===== config.mk =====
export PLATFORM = sky130hd
export DESIGN_NAME = sparc_writeback
export DESIGN_NICKNAME = d
export VERILOG_FILES = /design/src/rtl/sparc_pkg.sv /design/src/rtl/sparc_writeback.sv
export SDC_FILE = /design/constraint.sdc
export NUM_CORES = 1
export LEC_CHECK = 0
export BUFFER_PORTS_ARGS = -buffer_cell sky130_fd_sc_hd__buf_4
export CORE_MARGIN = 8
export CORE_UTILIZATION = 48
export CTS_CLUSTER_SIZE = 30
export DETAILED_ROUTE_END_ITERATION = 7
export PLACE_DENSITY = 0.95
export SLEW_MARGIN = 20
export SYNTH_ARGS = -nofsm -noshare
export SYNTH_HDL_FRONTEND = slang
export SYNTH_SLANG_ARGS = --single-unit

===== constraint.sdc =====
create_clock -name clk -period 2.5 [get_ports clk]
set_clock_uncertainty 0.2 [all_clocks]
set_input_delay 0.125 -clock clk [delete_from_list [all_inputs] [get_ports clk]]
set_output_delay 0.125 -clock clk [all_outputs]
set_load 0.05 [all_outputs]

===== src/rtl/sparc_pkg.sv =====
// Shared definitions for the SPARC writeback slice.
//   OP_MEM         op field value of memory-format instructions
//   OP3_STORE_BIT  op3 bit that separates stores (1) from loads (0)
//   wb_state_e     writeback sequencer states
//   icc_t          integer condition codes {n, z, v, c}
//   is_load()      source-select helper used by the writeback stage
package sparc_pkg;

  localparam logic [1:0]  OP_MEM        = 2'b11;
  localparam int unsigned OP3_STORE_BIT = 2;

  typedef enum logic [0:0] {
    WB_IDLE,
    WB_ODD
  } wb_state_e;

  typedef struct packed {
    logic n;
    logic z;
    logic v;
    logic c;
  } icc_t;

  function automatic logic is_load(input logic [1:0] op, input logic [5:0] op3);
    return (op == OP_MEM) && !op3[OP3_STORE_BIT];
  endfunction

endpackage


===== src/rtl/sparc_writeback.sv =====
// SPARC writeback stage. Consumes MEM/WB pipeline register outputs and drives the integer
// register-file write port, sequencing LDD-style double writes over two cycles with an upstream
// stall. Owns the architectural ICC and Y registers and exports the current write as a bypass.
//
// Optional build macro: WB_RETIRE_CNT_EN adds a 32-bit retire_cnt output.
//
// Ports:
//   clk, reset          clock, synchronous active-high reset
//   wb_alures           ALU result ([31:0] single, [63:32]/[31:0] double)
//   wb_load_data        load data (even word [63:32], odd word [31:0])
//   wb_regD             destination rd
//   wb_op, wb_op3       instruction fields used for source select
//   wb_regWrite         rd write request
//   wb_regWriteDouble   double-word write request (qualified by wb_regWrite)
//   wb_icc/_write       new condition codes and update strobe
//   wb_Y/_write         new Y value and update strobe
//   rf_we/waddr/wdata   register-file write port
//   wb_stall            freezes upstream during the first cycle of a double write
//   fwd_valid/rd/data   bypass source, mirrors the register-file write port
//   icc_q, y_q          architectural ICC and Y
//   retire_cnt          (WB_RETIRE_CNT_EN only) count of retiring instructions
module sparc_writeback
  import sparc_pkg::*;
#(
  parameter int unsigned DATA_W = 32,
  parameter int unsigned REG_AW = 5
) (
  input  logic                  clk,
  input  logic                  reset,
  input  logic [2*DATA_W-1:0]   wb_alures,
  input  logic [2*DATA_W-1:0]   wb_load_data,
  input  logic [REG_AW-1:0]     wb_regD,
  input  logic [1:0]            wb_op,
  input  logic [5:0]            wb_op3,
  input  logic                  wb_regWrite,
  input  logic                  wb_regWriteDouble,
  input  logic [3:0]            wb_icc,
  input  logic                  wb_icc_write,
  input  logic [31:0]           wb_Y,
  input  logic                  wb_Y_write,
  output logic                  rf_we,
  output logic [REG_AW-1:0]     rf_waddr,
  output logic [DATA_W-1:0]     rf_wdata,
  output logic                  wb_stall,
  output logic                  fwd_valid,
  output logic [REG_AW-1:0]     fwd_rd,
  output logic [DATA_W-1:0]     fwd_data,
  output logic [3:0]            icc_q,
`ifdef WB_RETIRE_CNT_EN
  output logic [31:0]           y_q,
  output logic [31:0]           retire_cnt
`else
  output logic [31:0]           y_q
`endif
);

  wb_state_e            state_q, state_d;
  logic [REG_AW-1:0]    odd_addr_q, odd_addr_d;
  logic [DATA_W-1:0]    odd_data_q, odd_data_d;
  icc_t                 icc_r;
  logic [2*DATA_W-1:0]  src;
  logic [REG_AW-1:0]    even_addr;
  logic                 start_double;

  assign src          = is_load(wb_op, wb_op3) ? wb_load_data : wb_alures;
  // Double writes are forced to an even/odd register pair; rd[0] is ignored.
  assign even_addr    = {wb_regD[REG_AW-1:1], 1'b0};
  assign start_double = wb_regWrite && wb_regWriteDouble;

  // State and architectural registers
  always_ff @(posedge clk) begin
    if (reset) begin
      state_q    <= WB_IDLE;
      odd_addr_q <= '0;
      odd_data_q <= '0;
      icc_r      <= '0;
      y_q        <= '0;
    end else begin
      state_q    <= state_d;
      odd_addr_q <= odd_addr_d;
      odd_data_q <= odd_data_d;
      // Side effects commit once per instruction: the ODD cycle sees a held copy of the double.
      if (state_q == WB_IDLE) begin
        if (wb_icc_write) icc_r <= wb_icc;
        if (wb_Y_write)   y_q   <= wb_Y;
      end
    end
  end

  // Next-state logic
  always_comb begin
    state_d    = state_q;
    odd_addr_d = odd_addr_q;
    odd_data_d = odd_data_q;
    case (state_q)
      WB_IDLE: begin
        if (start_double) begin
          state_d    = WB_ODD;
          odd_addr_d = {wb_regD[REG_AW-1:1], 1'b1};
          odd_data_d = src[DATA_W-1:0];
        end
      end
      WB_ODD:  state_d = WB_IDLE;
      default: state_d = WB_IDLE;
    endcase
  end

  // Write-port outputs
  always_comb begin
    rf_we    = 1'b0;
    rf_waddr = '0;
    rf_wdata = '0;
    wb_stall = 1'b0;
    if (!reset) begin
      case (state_q)
        WB_IDLE: begin
          if (start_double) begin
            rf_waddr = even_addr;
            rf_wdata = src[2*DATA_W-1:DATA_W];
            wb_stall = 1'b1;
          end else if (wb_regWrite) begin
            rf_waddr = wb_regD;
            rf_wdata = src[DATA_W-1:0];
          end
          // %g0 is hard-wired to zero: address and data stay visible, the enable does not.
          rf_we = wb_regWrite && (rf_waddr != '0);
        end
        WB_ODD: begin
          rf_waddr = odd_addr_q;
          rf_wdata = odd_data_q;
          rf_we    = (odd_addr_q != '0);
        end
        default: ;
      endcase
    end
  end

  assign fwd_valid = rf_we;
  assign fwd_rd    = rf_waddr;
  assign fwd_data  = rf_wdata;
  assign icc_q     = icc_r;

`ifdef WB_RETIRE_CNT_EN
  always_ff @(posedge clk) begin
    if (reset) begin
      retire_cnt <= '0;
    end else if ((state_q == WB_IDLE) && (wb_regWrite || wb_icc_write || wb_Y_write)) begin
      retire_cnt <= retire_cnt + 32'd1;
    end
  end
`endif

endmodule


[After elaboration in Yosys (flattened, before gate mapping)]
Index checks and enable logic that the tools add are counted.
Cells by class
  mux-type cells: 17
  bitwise logic cells: 1
  reduce and logical (&&, ||, !) cells: 9
  equal/unequal tests: 1
Operators by type and width (number)
  2-to-1 mux 32 bit: 3
  2-to-1 mux 64 bit: 1
  one-hot mux 32 bit (2 select lines): 1
  2-to-1 mux 5 bit: 5
  one-hot mux 5 bit (2 select lines): 1
  nonzero test 5 bit: 2
  AND reduction 2 bit: 3
  2-to-1 mux 1 bit: 4
  one-hot mux 1 bit (2 select lines): 2
  logical AND 1 bit: 3
  == test 2 bit (second input constant): 1
  logical NOT 1 bit: 1
  inverter 1 bit: 1
Storage, ports and cells
  bits of input ports: 183
  output and inout port bits: 113
  register bits after elaboration: 74

[Depth between registers and ports, before layout]
Gate-level depths: netlist of the first run.
  word-level depth: 8
  gate-level depth with buffers: 8

[Worst setup path before layout of the first run]
OpenSTA, ideal clock, no wires.
  path type: flip-flop to output port
  start: reg state_q
  end: out rf_wdata[30]
  cell stages (with the launch flop): 7
  data required time: 2.175 ns
  path buffers: 3
  arrival time: 1.895 ns
  slack: 0.280 ns
  cells stage by stage: dfxtp_1 buf_2 inv_1 nor2_1 clkbuf_1 a32o_1 buf_4
On the way
  longest elaborated chain between the ends: 3
RTL lines
  start: declaration: line sparc_writeback.sv:57  | wb_state_e state_q, state_d;
  start signal: assignment: line sparc_writeback.sv:79  | state_q <= state_d;
  inverter 1 bit (no source line)
  one-hot mux 32 bit (2 select lines) (*): line sparc_writeback.sv:115  | case (state_q)
  2-to-1 mux 32 bit (*): line sparc_writeback.sv:114  | if (!reset) begin
  end: declaration: line sparc_writeback.sv:43  | output logic [DATA_W-1:0] rf_wdata,
Mark *: on every way between the ends. The rest lies on a longest branch, timed or not.

[Worst setup path after layout of the first run]
  start: in wb_op3[2]
  end: reg odd_data_q[26]
On the way
  longest elaborated chain between the ends: 3
RTL lines
  start: declaration: line sparc_writeback.sv:34  | input logic [5:0] wb_op3,
  logical NOT 1 bit: line sparc_pkg.sv:25  | return (op == OP_MEM) && !op3[OP3_STORE_BIT];
  logical AND 1 bit: line sparc_pkg.sv:25
  2-to-1 mux 64 bit: line sparc_writeback.sv:65  | assign src = is_load(wb_op, wb_op3) ? wb_load_data : wb_alures;
  end signal: assignment: line sparc_writeback.sv:81  | odd_data_q <= odd_data_d;
  end: declaration: line sparc_writeback.sv:59  | logic [DATA_W-1:0] odd_data_q, odd_data_d;
No other way between the ends.
A chain may end at the register's enable or synchronous reset.

==> flow_metrics.env, run 1 <==
export IMPL_viasPerCell=5.92
export IMPL_layout_commonest_cell="buf_4"
export IMPL_height_of_the_chip_um=118
export IMPL_cts_sinks=74
export IMPL_synthesized_area_um2=4980
export IMPL_postSynthCellCount=642
export IMPL_design_final_nets=1164
export IMPL_timing_slew_headroom_pct=58.8
export IMPL_worst_slack_ns=0.105
export IMPL_switchingPower_w=0.00138
export IMPL_clockPowerShare_pct=27.1
export IMPL_setup_worst_path_class="input port to flip-flop"
export IMPL_timing_hold_worst_endpoint="y_q[17]"
export IMPL_max_cap_viol_count=0
export IMPL_clk_insertion_delay_late_ns=0.34
export IMPL_critPathArrivalTime_ns=2.48
export IMPL_filler_cell_count=547
export IMPL_cellPowerDensity_nw_per_um2=458
export IMPL_synth_area_leader_cell="dfxtp_1"
export IMPL_seq_power_share_pct=34.0
export IMPL_rsz0062_at_grt="no"
export IMPL_via_count=6636
export IMPL_max_freq_mhz=418
export IMPL_cts_path_max_buffers=2
export IMPL_run_status="complete, no violations"
export IMPL_min_delay_start="wb_Y_write"
export IMPL_cts_htree_levels=3
export IMPL_die_x_um=118
export IMPL_antenna_violations_before_repair=0
export IMPL_synth_ff_latch_count=74
export IMPL_layout_common_cells="buf_4 (303), dlygate4sd3_1 (123), nor2_1 (107)"
export IMPL_p_int_w=0.00245
export IMPL_yosysWarningCount=0
export IMPL_cts_root_buf="clkbuf_8"
export IMPL_drt_pass1_iterations=6
export IMPL_ioPinCount=296
export IMPL_place_detailed_hpwl_um=13500
export IMPL_cell_variety_after_synth=25
export IMPL_first_global_vias=7032
export IMPL_worst_slew_pin_slew_ns=0.618
export IMPL_post_route_drc_count=0
export IMPL_final_period_utilization_pct=95.8
export IMPL_postSynthNetCount=825
export IMPL_report_final_setup_viol=0
export IMPL_initialDrtViolationCount=708
export IMPL_r2r_start="state_q"
export IMPL_worstPathMaxFanout=48
export IMPL_routability_congestion=0.892
export IMPL_netSwitchingFraction_pct=36.0
export IMPL_design_core_area_um2=10200
export IMPL_synth_top_area_share_pct=29.7
export IMPL_start_util_pct=48.9
export IMPL_cts_tree="built"
export IMPL_start_kind="input port"
export IMPL_power_leakage_nw=3.72
export IMPL_drive_above_1_share_pct=33.3
export IMPL_register_area_um2=1480
export IMPL_worst_setup_hold_path_clk_slew_ns=0.08
export IMPL_postCtsSetupRepairBufs=0
export IMPL_drtAntennaViolNets=0
export IMPL_worst_r2r_endpoint="odd_data_q[26]"
export IMPL_io_buffer_count=290
export IMPL_grt_pass1_wl_um=37200
export IMPL_globalRoute_totalOverflow=0
export IMPL_layout_area_overhead_vs_synth_pct=67.8
export IMPL_final_max_slew_viol_count=0
export IMPL_multi_input_gate_area_um2=2790
export IMPL_worst_setup_path_end_kind="flip-flop"
export IMPL_hold_path_class="input port to flip-flop"
export IMPL_report_final_hold_viol_count=0
export IMPL_global_route_usage_total_pct=32.8
export IMPL_setup_tns_ns=0
export IMPL_reg2reg_slack_ns=0.14
export IMPL_worstPathRequired_ns=2.59
export IMPL_syn_area_per_cell_um2=7.76
export IMPL_synth_top_cells_by_area="dfxtp_1 (30%), mux2i_1 (14%), nor2_1 (8.1%)"
export IMPL_insertedDiodeCount=0
export IMPL_numCtsBuffers=9
export IMPL_combPwrFrac_pct=38.9
export IMPL_grt_start_max_net_pins=57
export IMPL_min_path_cells=5
export IMPL_detailedPlace_worstSlack_ns=0.493
export IMPL_totalWireLength_um=23800
export IMPL_fp_dieArea_um2=13900
export IMPL_final_period_minus_worst_setup_slack_ns=2.39
export IMPL_drt_wirelength_per_cell_um=21.3
export IMPL_std_cell_rows=37
export IMPL_vdd_ir_drop_max_uv=342
export IMPL_timing_reg2reg_worst_path_depth=6
export IMPL_synth_sequential_area_ratio_pct=29.7
-- through the flow --
step	cells	area [µm²]	power (W)	hold slack, ns	util (%)
final	1121	8370	0.00383	0.102	82.1
after global routing	1121	8370	0.00397	0.108	82.1
after CTS	1121	8360	0.00378	0.0601	82.1
after detailed placement	983	6910	0.00257	0.175	67.9
after global placement	983	6910	0.00255	0.157	67.9
after floorplan	642	4980	0.00213	0.0610	-
-- cells in the mapped netlist --
library cell / number
nor2b_1: 5
a21oi_1: 37
buf_4: 41
nand2_1: 68
clkbuf_1: 42
dfxtp_1: 74
o21ai_0: 1
and2_1: 1
or4_1: 2
buf_8: 4
nand2b_1: 1
nand4b_1: 32
and3b_1: 2
inv_1: 33
nor2_1: 108
a32o_1: 32
buf_2: 13
mux2i_1: 72
nor3b_1: 1
buf_1: 2
a211oi_1: 32
buf_6: 1
a31oi_1: 1
o211ai_1: 33
nand3_1: 4
-- layer usage --
layer,GRT usage [%],up-vias,routed length [µm]
met3,8.15,128,1850
met4,21.7,0,1480
met2,61.0,479,12500
met5,0,-,0
met1,31.4,3125,8000
li1,-,2904,-
-- power groups by stage --
stage	Combinational [W]	Clock [W]	Sequential [W]
3_5_place_dp	0.00125	0	0.00132
2_1_floorplan	0.000697	0	0.00143
6_report	0.00149	0.00104	0.00130
4_1_cts	0.00143	0.00106	0.00129
3_3_place_gp	0.00123	0	0.00132
5_1_grt	0.00156	0.00110	0.00131
-- registers in the layout, summed over array words and instances, names as in the netlist --
name and count:
y_q 32, odd_data_q 32, state_q 1, icc_q 4
odd_addr_q 5
-- worst max-delay path, cell delays in order --
cell and delay, ns:
buf_4 0.11, and3b_4 0.39, buf_12 0.29, mux2i_1 0.11, dlygate4sd3_1 0.57, a211oi_1 0.25
dlygate4sd3_1 0.58
-- cell families after synthesis --
| family | Yosys count | share of synthesized area (%) |
|---|---|---|
| mux | 72 | 14.5 |
| simple gates | 224 | 21.0 |
| buf+inv | 136 | 14.7 |
| compound gates | 136 | 20.2 |
| flops | 74 | 29.7 |
-- layout make-up --
| type | count | share of cell area (%) |
|---|---|---|
| multi-input combinational | 432 | 33.3 |
| tap | 136 | 2.03 |
| clock inverter | 6 | 1.11 |
| timing repair buffer | 431 | 42.9 |
| sequential | 74 | 17.7 |
| inverter | 33 | 1.48 |
| clock buffer | 9 | 1.48 |
-- worst max-delay path by stage --
stage / start / slack [ns] / to
after floorplan: state_q / 0.28 / rf_wdata[30]
after global placement: wb_op3[2] / 0.53 / rf_wdata[1]
after detailed placement: wb_op3[2] / 0.49 / fwd_data[0]
after CTS: reset / 0.17 / rf_waddr[0]
after global routing: state_q / 0.03 / odd_data_q[14]
final: wb_op3[2] / 0.11 / odd_data_q[26]
-- repair_timing --
action,4_1_cts,5_1_grt
resized for setup,0,2
endpoints found under the setup margin,0,7
hold buffers,123,0
endpoints found under the hold margin,74,0
(Power assumes the default switching activity.)
==> run 2: changes to the inputs <==
--- a/config.mk
+++ b/config.mk
@@ -6,11 +6,12 @@
 export NUM_CORES = 1
 export LEC_CHECK = 0
 export BUFFER_PORTS_ARGS = -buffer_cell sky130_fd_sc_hd__buf_4
+export CORE_ASPECT_RATIO = 0.7
 export CORE_MARGIN = 8
 export CORE_UTILIZATION = 48
 export CTS_CLUSTER_SIZE = 30
 export DETAILED_ROUTE_END_ITERATION = 7
-export PLACE_DENSITY = 0.95
+export PLACE_DENSITY = 0.84
 export SLEW_MARGIN = 20
 export SYNTH_ARGS = -nofsm -noshare
 export SYNTH_HDL_FRONTEND = slang
==> flow_metrics.env, run 2 (synthesis gave the netlist of run 1 again) <==
export IMPL_die_x_um=138
export IMPL_drive_above_1_share_pct=33.7
export IMPL_first_global_vias=6559
export IMPL_via_count=6249
export IMPL_p_int_w=0.00276
export IMPL_placedCellCount=974
export IMPL_detailedPlace_worstSlack_ns=0.427
export IMPL_cts_tree="built"
export IMPL_routability_congestion=0.885
export IMPL_place_detailed_hpwl_um=14000
export IMPL_initialDrtViolationCount=407
export IMPL_worst_setup_path_end_kind="output pin"
export IMPL_rsz0062_at_grt="no"
export IMPL_hold_path_class="input port to flip-flop"
export IMPL_combPwrFrac_pct=34.3
export IMPL_clk_insertion_delay_late_ns=0.33
export IMPL_layout_common_cells="buf_4 (301), nor2_1 (107), dlygate4sd3_1 (106)"
export IMPL_final_period_utilization_pct=94.7
export IMPL_min_path_cells=3
export IMPL_final_max_slew_viol_count=0
export IMPL_design_final_nets=1142
export IMPL_critPathArrivalTime_ns=2.04
export IMPL_reg2reg_slack_ns=0.52
export IMPL_timing_hold_worst_endpoint="odd_data_q[11]"
export IMPL_power_leakage_nw=3.65
export IMPL_timing_slew_headroom_pct=53.1
export IMPL_stdcell_count=1098
export IMPL_cts_htree_levels=3
export IMPL_cellPowerDensity_nw_per_um2=500
export IMPL_global_route_usage_total_pct=28.6
export IMPL_cts_sinks=74
export IMPL_start_util_pct=48.7
export IMPL_totalWireLength_um=21300
export IMPL_switchingPower_w=0.00137
export IMPL_start_kind="input port"
export IMPL_cts_root_buf="clkbuf_16"
export IMPL_layout_area_overhead_vs_synth_pct=65.6
export IMPL_std_cell_rows=31
export IMPL_global_route_peak_usage_layer="met2"
export IMPL_run_status="complete, no violations"
export IMPL_worst_r2r_endpoint="icc_q[0]"
export IMPL_drt_pass1_iterations=5
export IMPL_setup_worst_path_class="input port to output pin"
export IMPL_grt_start_max_net_pins=63
export IMPL_hold_slack_ns=0.0107
export IMPL_clockPowerShare_pct=34.1
export IMPL_worst_slack_ns=0.134
export IMPL_antenna_violations_before_repair=0
export IMPL_io_buffer_count=290
export IMPL_drtAntennaViolNets=0
export IMPL_viasPerCell=5.69
export IMPL_post_route_drc_count=0
export IMPL_grt_pass1_wl_um=32000
export IMPL_max_freq_mhz=423
export IMPL_cts_path_max_buffers=2
export IMPL_fp_dieArea_um2=14000
export IMPL_vdd_ir_drop_max_uv=312
export IMPL_globalRoute_totalOverflow=0
export IMPL_report_final_hold_viol_count=0
export IMPL_setup_tns_ns=0
export IMPL_design_core_area_um2=10200
export IMPL_grtUsageMet2_pct=51.5
export IMPL_groute_layer_met1_usage_pct=29.6
export IMPL_postCtsSetupRepairBufs=0
export IMPL_final_period_minus_worst_setup_slack_ns=2.37
export IMPL_min_delay_start="wb_load_data[11]"
export IMPL_seq_power_share_pct=31.5
export IMPL_max_cap_viol_count=0
export IMPL_worst_slew_pin_slew_ns=0.703
export IMPL_numCtsBuffers=9
export IMPL_worst_setup_hold_path_clk_slew_ns=0.06
export IMPL_ioPinCount=296
export IMPL_netSwitchingFraction_pct=33.1
export IMPL_height_of_the_chip_um=101
export IMPL_largest_registers="odd_data_q (32), y_q (32), odd_addr_q (5)"
export IMPL_groute_layer_met3_usage_pct=7.23
export IMPL_report_final_setup_viol=0
export IMPL_layout_commonest_cell="buf_4"
export IMPL_timing_reg2reg_worst_path_depth=4
export IMPL_drt_wirelength_per_cell_um=19.4
export IMPL_r2r_start="state_q"
export IMPL_worstPathMaxFanout=32
export IMPL_fin_util_pct=80.6
export IMPL_worstPathRequired_ns=2.17
==> run 2: changes by cell type in the layout (fill, tap and decap cells not counted), moves of 2 or more <==
cell / change
dlygate4sd3_1: -17
clkbuf_8: -8
buf_4: -2
diode_2: +2
clkbuf_16: +9
buf_6: -2
clkinv_4: -2
==> run 2: power by group through the flow <==
stage	Sequential, W	Clock, W	Combinational [W]
4_1_cts	0.00130	0.00143	0.00139
3_3_place_gp	0.00132	0	0.00121
6_report	0.00130	0.00141	0.00142
3_5_place_dp	0.00132	0	0.00124
2_1_floorplan	0.00143	0	0.000697
5_1_grt	0.00131	0.00148	0.00149
==> run 2: repair_timing <==
item / CTS / global route
setup endpoints to repair: 0 / 2
hold buffers: 106 / 0
resized for setup: 0 / 1
endpoints found under the hold margin: 73 / 0
==> run 2: worst max-delay path by stage <==
| stage | startpoint | to | slack, ns | cells after the start |
|---|---|---|---|---|
| final | reset | rf_wdata[0] | 0.13 | 6 |
| after global routing | reset | fwd_data[0] | 0.06 | 6 |
| after CTS | reset | fwd_data[0] | 0.15 | 6 |
| after detailed placement | wb_op3[2] | fwd_data[1] | 0.43 | 6 |
| after global placement | wb_op3[2] | fwd_data[26] | 0.47 | 6 |
| after floorplan | state_q | rf_wdata[30] | 0.28 | 6 |
==> run 2: worst max-delay path, cell delays in order <==
cell and delay, ns:
dlygate4sd3_1 0.55, buf_4 0.22, nor3b_2 0.19, buf_4 0.37
a32o_1 0.32, buf_4 0.23
==> run 2: through the flow <==
step / cell area [µm²] / power (W)
2_1_floorplan: 4980 / 0.00213
3_3_place_gp: 6860 / 0.00253
3_5_place_dp: 6860 / 0.00256
4_1_cts: 8240 / 0.00412
5_1_grt: 8250 / 0.00428
6_report: 8260 / 0.00413
==> run 2: cell type report <==
cell class,count,area [µm²]
fillers,678,1980
clock inverters,6,88.8
inverters,33,124
repair buffers,409,3360
multi-input cells,432,2790
flip-flops and latches,74,1480
clock buffers,10,239
diodes,2,5.00
well taps,132,165
==> run 2: routing by layer <==
metal	share of wire (%)	vias up
met5	0	-
met4	4.8	0
met3	7.3	75
met2	52	316
met1	36	2998
li1	-	2860
==> run 3: changes to the inputs <==
--- a/config.mk
+++ b/config.mk
@@ -12,6 +12,7 @@
 export CTS_CLUSTER_SIZE = 30
 export DETAILED_ROUTE_END_ITERATION = 7
 export PLACE_DENSITY = 0.84
+export RECOVER_POWER = 25
 export SLEW_MARGIN = 20
 export SYNTH_ARGS = -nofsm -noshare
 export SYNTH_HDL_FRONTEND = slang
==> flow_metrics.env, run 3 (synthesis gave the netlist of run 1 again) <==
export IMPL_worstPathMaxFanout=32
export IMPL_worst_slew_pin_slew_ns=0.895
export IMPL_cts_root_buf="clkbuf_16"
export IMPL_final_period_utilization_pct=94.7
export IMPL_power_leakage_nw=3.50
export IMPL_fin_util_pct=79.3
export IMPL_timing_reg2reg_worst_path_depth=4
export IMPL_cp_capture_point="rf_wdata[0]"
export IMPL_initialDrtViolationCount=438
export IMPL_critPathArrivalTime_ns=2.04
export IMPL_netSwitchingFraction_pct=33.2
export IMPL_reg2reg_slack_ns=0.45
export IMPL_report_final_hold_viol_count=0
export IMPL_die_x_um=138
export IMPL_register_area_um2=1480
export IMPL_cts_path_max_buffers=2
export IMPL_cp_top_family="buffers and inverters"
export IMPL_vdd_ir_drop_max_uv=308
export IMPL_grt_pass1_wl_um=32000
export IMPL_postCtsSetupRepairBufs=0
export IMPL_routability_congestion=0.885
export IMPL_global_route_usage_total_pct=28.6
export IMPL_critical_path_max_stage_delay_ns=0.55
export IMPL_start_kind="input port"
export IMPL_cp_cell_sequence="dlygate4sd3_1, buf_4, nor3b_2, buf_4, a32o_1, buf_4"
export IMPL_fp_dieArea_um2=14000
export IMPL_setup_worst_path_class="input port to output pin"
export IMPL_rsz0062_at_grt="no"
export IMPL_post_route_drc_count=0
export IMPL_multi_input_gate_area_um2=2790
export IMPL_layout_common_cells="buf_4 (264), nor2_1 (107), dlygate4sd3_1 (106)"
export IMPL_design_final_nets=1142
export IMPL_layout_area_overhead_vs_synth_pct=62.9
export IMPL_run_status="complete, no violations"
export IMPL_fin_total_pwr_w=0.00410
export IMPL_timing_slew_headroom_pct=40.3
export IMPL_final_period_minus_worst_setup_slack_ns=2.37
export IMPL_totalWireLength_um=21300
export IMPL_report_final_setup_viol=0
export IMPL_crit_buf_inv=4
export IMPL_clk_insertion_delay_late_ns=0.32
export IMPL_worst_r2r_endpoint="odd_data_q[18]"
export IMPL_timing_critical_path_slowest_stage_cell="dlygate4sd3_1"
export IMPL_crit_start="reset"
export IMPL_drt_pass1_iterations=6
export IMPL_first_global_vias=6559
export IMPL_drtAntennaViolNets=0
export IMPL_worstPathRequired_ns=2.17
export IMPL_worst_setup_path_end_kind="output pin"
export IMPL_switchingPower_w=0.00136
export IMPL_total_stage_count_of_the_critical_path=6
export IMPL_viasPerCell=5.64
export IMPL_io_buffer_count=290
export IMPL_cts_htree_levels=3
export IMPL_antenna_violations_before_repair=0
export IMPL_layout_commonest_cell="buf_4"
export IMPL_ioPinCount=296
export IMPL_drt_wirelength_per_cell_um=19.4
export IMPL_p_int_w=0.00273
export IMPL_start_util_pct=48.7
export IMPL_r2r_start="state_q"
export IMPL_max_freq_mhz=422
export IMPL_placed_cell_area_um2=6860
export IMPL_final_max_slew_viol_count=0
export IMPL_globalRoute_totalOverflow=0
export IMPL_std_cell_rows=31
export IMPL_largest_registers="odd_data_q (32), y_q (32), odd_addr_q (5)"
export IMPL_height_of_the_chip_um=101
export IMPL_filler_cell_count=722
export IMPL_setup_tns_ns=0
export IMPL_hold_path_class="input port to flip-flop"
export IMPL_numCtsBuffers=9
export IMPL_clockPowerShare_pct=34.3
export IMPL_detailedPlace_worstSlack_ns=0.427
export IMPL_via_count=6192
export IMPL_max_cap_viol_count=0
export IMPL_worst_slack_ns=0.133
export IMPL_grt_start_max_net_pins=63
export IMPL_combPwrFrac_pct=33.9
export IMPL_drive_above_1_share_pct=30.0
export IMPL_cts_sinks=74
export IMPL_cellPowerDensity_nw_per_um2=505
export IMPL_worst_setup_hold_path_clk_slew_ns=0.06
export IMPL_cts_tree="built"
export IMPL_cell_type_with_the_highest_occurrence_count_on_the_critical_path="buf_4"
export IMPL_place_detailed_hpwl_um=14000
export IMPL_final_std_cell_area_no_fill_um2=8120
export IMPL_seq_power_share_pct=31.8
export IMPL_design_core_area_um2=10200
run 3: changes by cell type in the layout (fill, tap and decap cells not counted), sizes merged:
cell	before	now
buf	303	266
clkbuf	10	47
run 3: area by class of cell:
cell class                 instances  share of cell area (%)
sequential                        74                    18.3
timing repair buffer             409                    39.7
tap                              132                    2.03
clock inverter                     6                    1.09
clock buffer                      10                    2.94
inverter                          33                    1.53
antenna                            2                  0.0617
multi-input combinational        432                    34.4
run 3: per-stage QoR:
stage | std cells | hold WS [ns]
6_report | 1098 | 0.0289
4_1_cts | 1096 | 0.00822
5_1_grt | 1096 | 0.0364
3_5_place_dp | 974 | 0.182
3_3_place_gp | 974 | 0.165
2_1_floorplan | 642 | 0.0610
run 3: repair_timing:
action / CTS / global route
endpoints found under the setup margin: 0 / 2
hold buffers: 106 / 0
resized for setup: 0 / 1
hold endpoints to repair: 73 / 0
run 3: metal layers:
metal	GRT usage, %	share of wire (%)	routed length [µm]	vias to the layer above
li1	-	-	-	2859
met1	29.6	36	7630	2928
met2	51.5	52	11000	330
met3	7.23	7.7	1630	75
met4	17.2	4.9	1040	0
met5	0	0	0	-
run 3: worst register-to-register path, stage by stage (launching register included):
cell	delay [ns]
dfxtp_2	0.40
and3b_2	0.27
clkbuf_2	0.69
nor2_1	0.12
a211oi_1	0.28
run 3: power by group through the flow:
stage               registers (W)  clock network [W]  logic, W
floorplan                 0.00143                  0  0.000697
global placement          0.00132                  0   0.00121
detailed placement        0.00132                  0   0.00124
CTS                       0.00130            0.00143   0.00139
global route              0.00131            0.00148   0.00146
finish                    0.00130            0.00141   0.00139
run 3: worst min-delay path by stage:
| stage | start | end | slack (ns) | cells after the start |
|---|---|---|---|---|
| final | wb_load_data[11] | odd_data_q[11] | 0.03 | 3 |
| after global routing | wb_load_data[11] | odd_data_q[11] | 0.04 | 3 |
| after CTS | wb_load_data[11] | odd_data_q[11] | 0.008 | 3 |
| after detailed placement | wb_icc[1] | icc_q[1] | 0.18 | 3 |
| after global placement | wb_icc[2] | icc_q[2] | 0.16 | 3 |
| after floorplan | wb_Y[7] | y_q[7] | 0.06 | 2 |
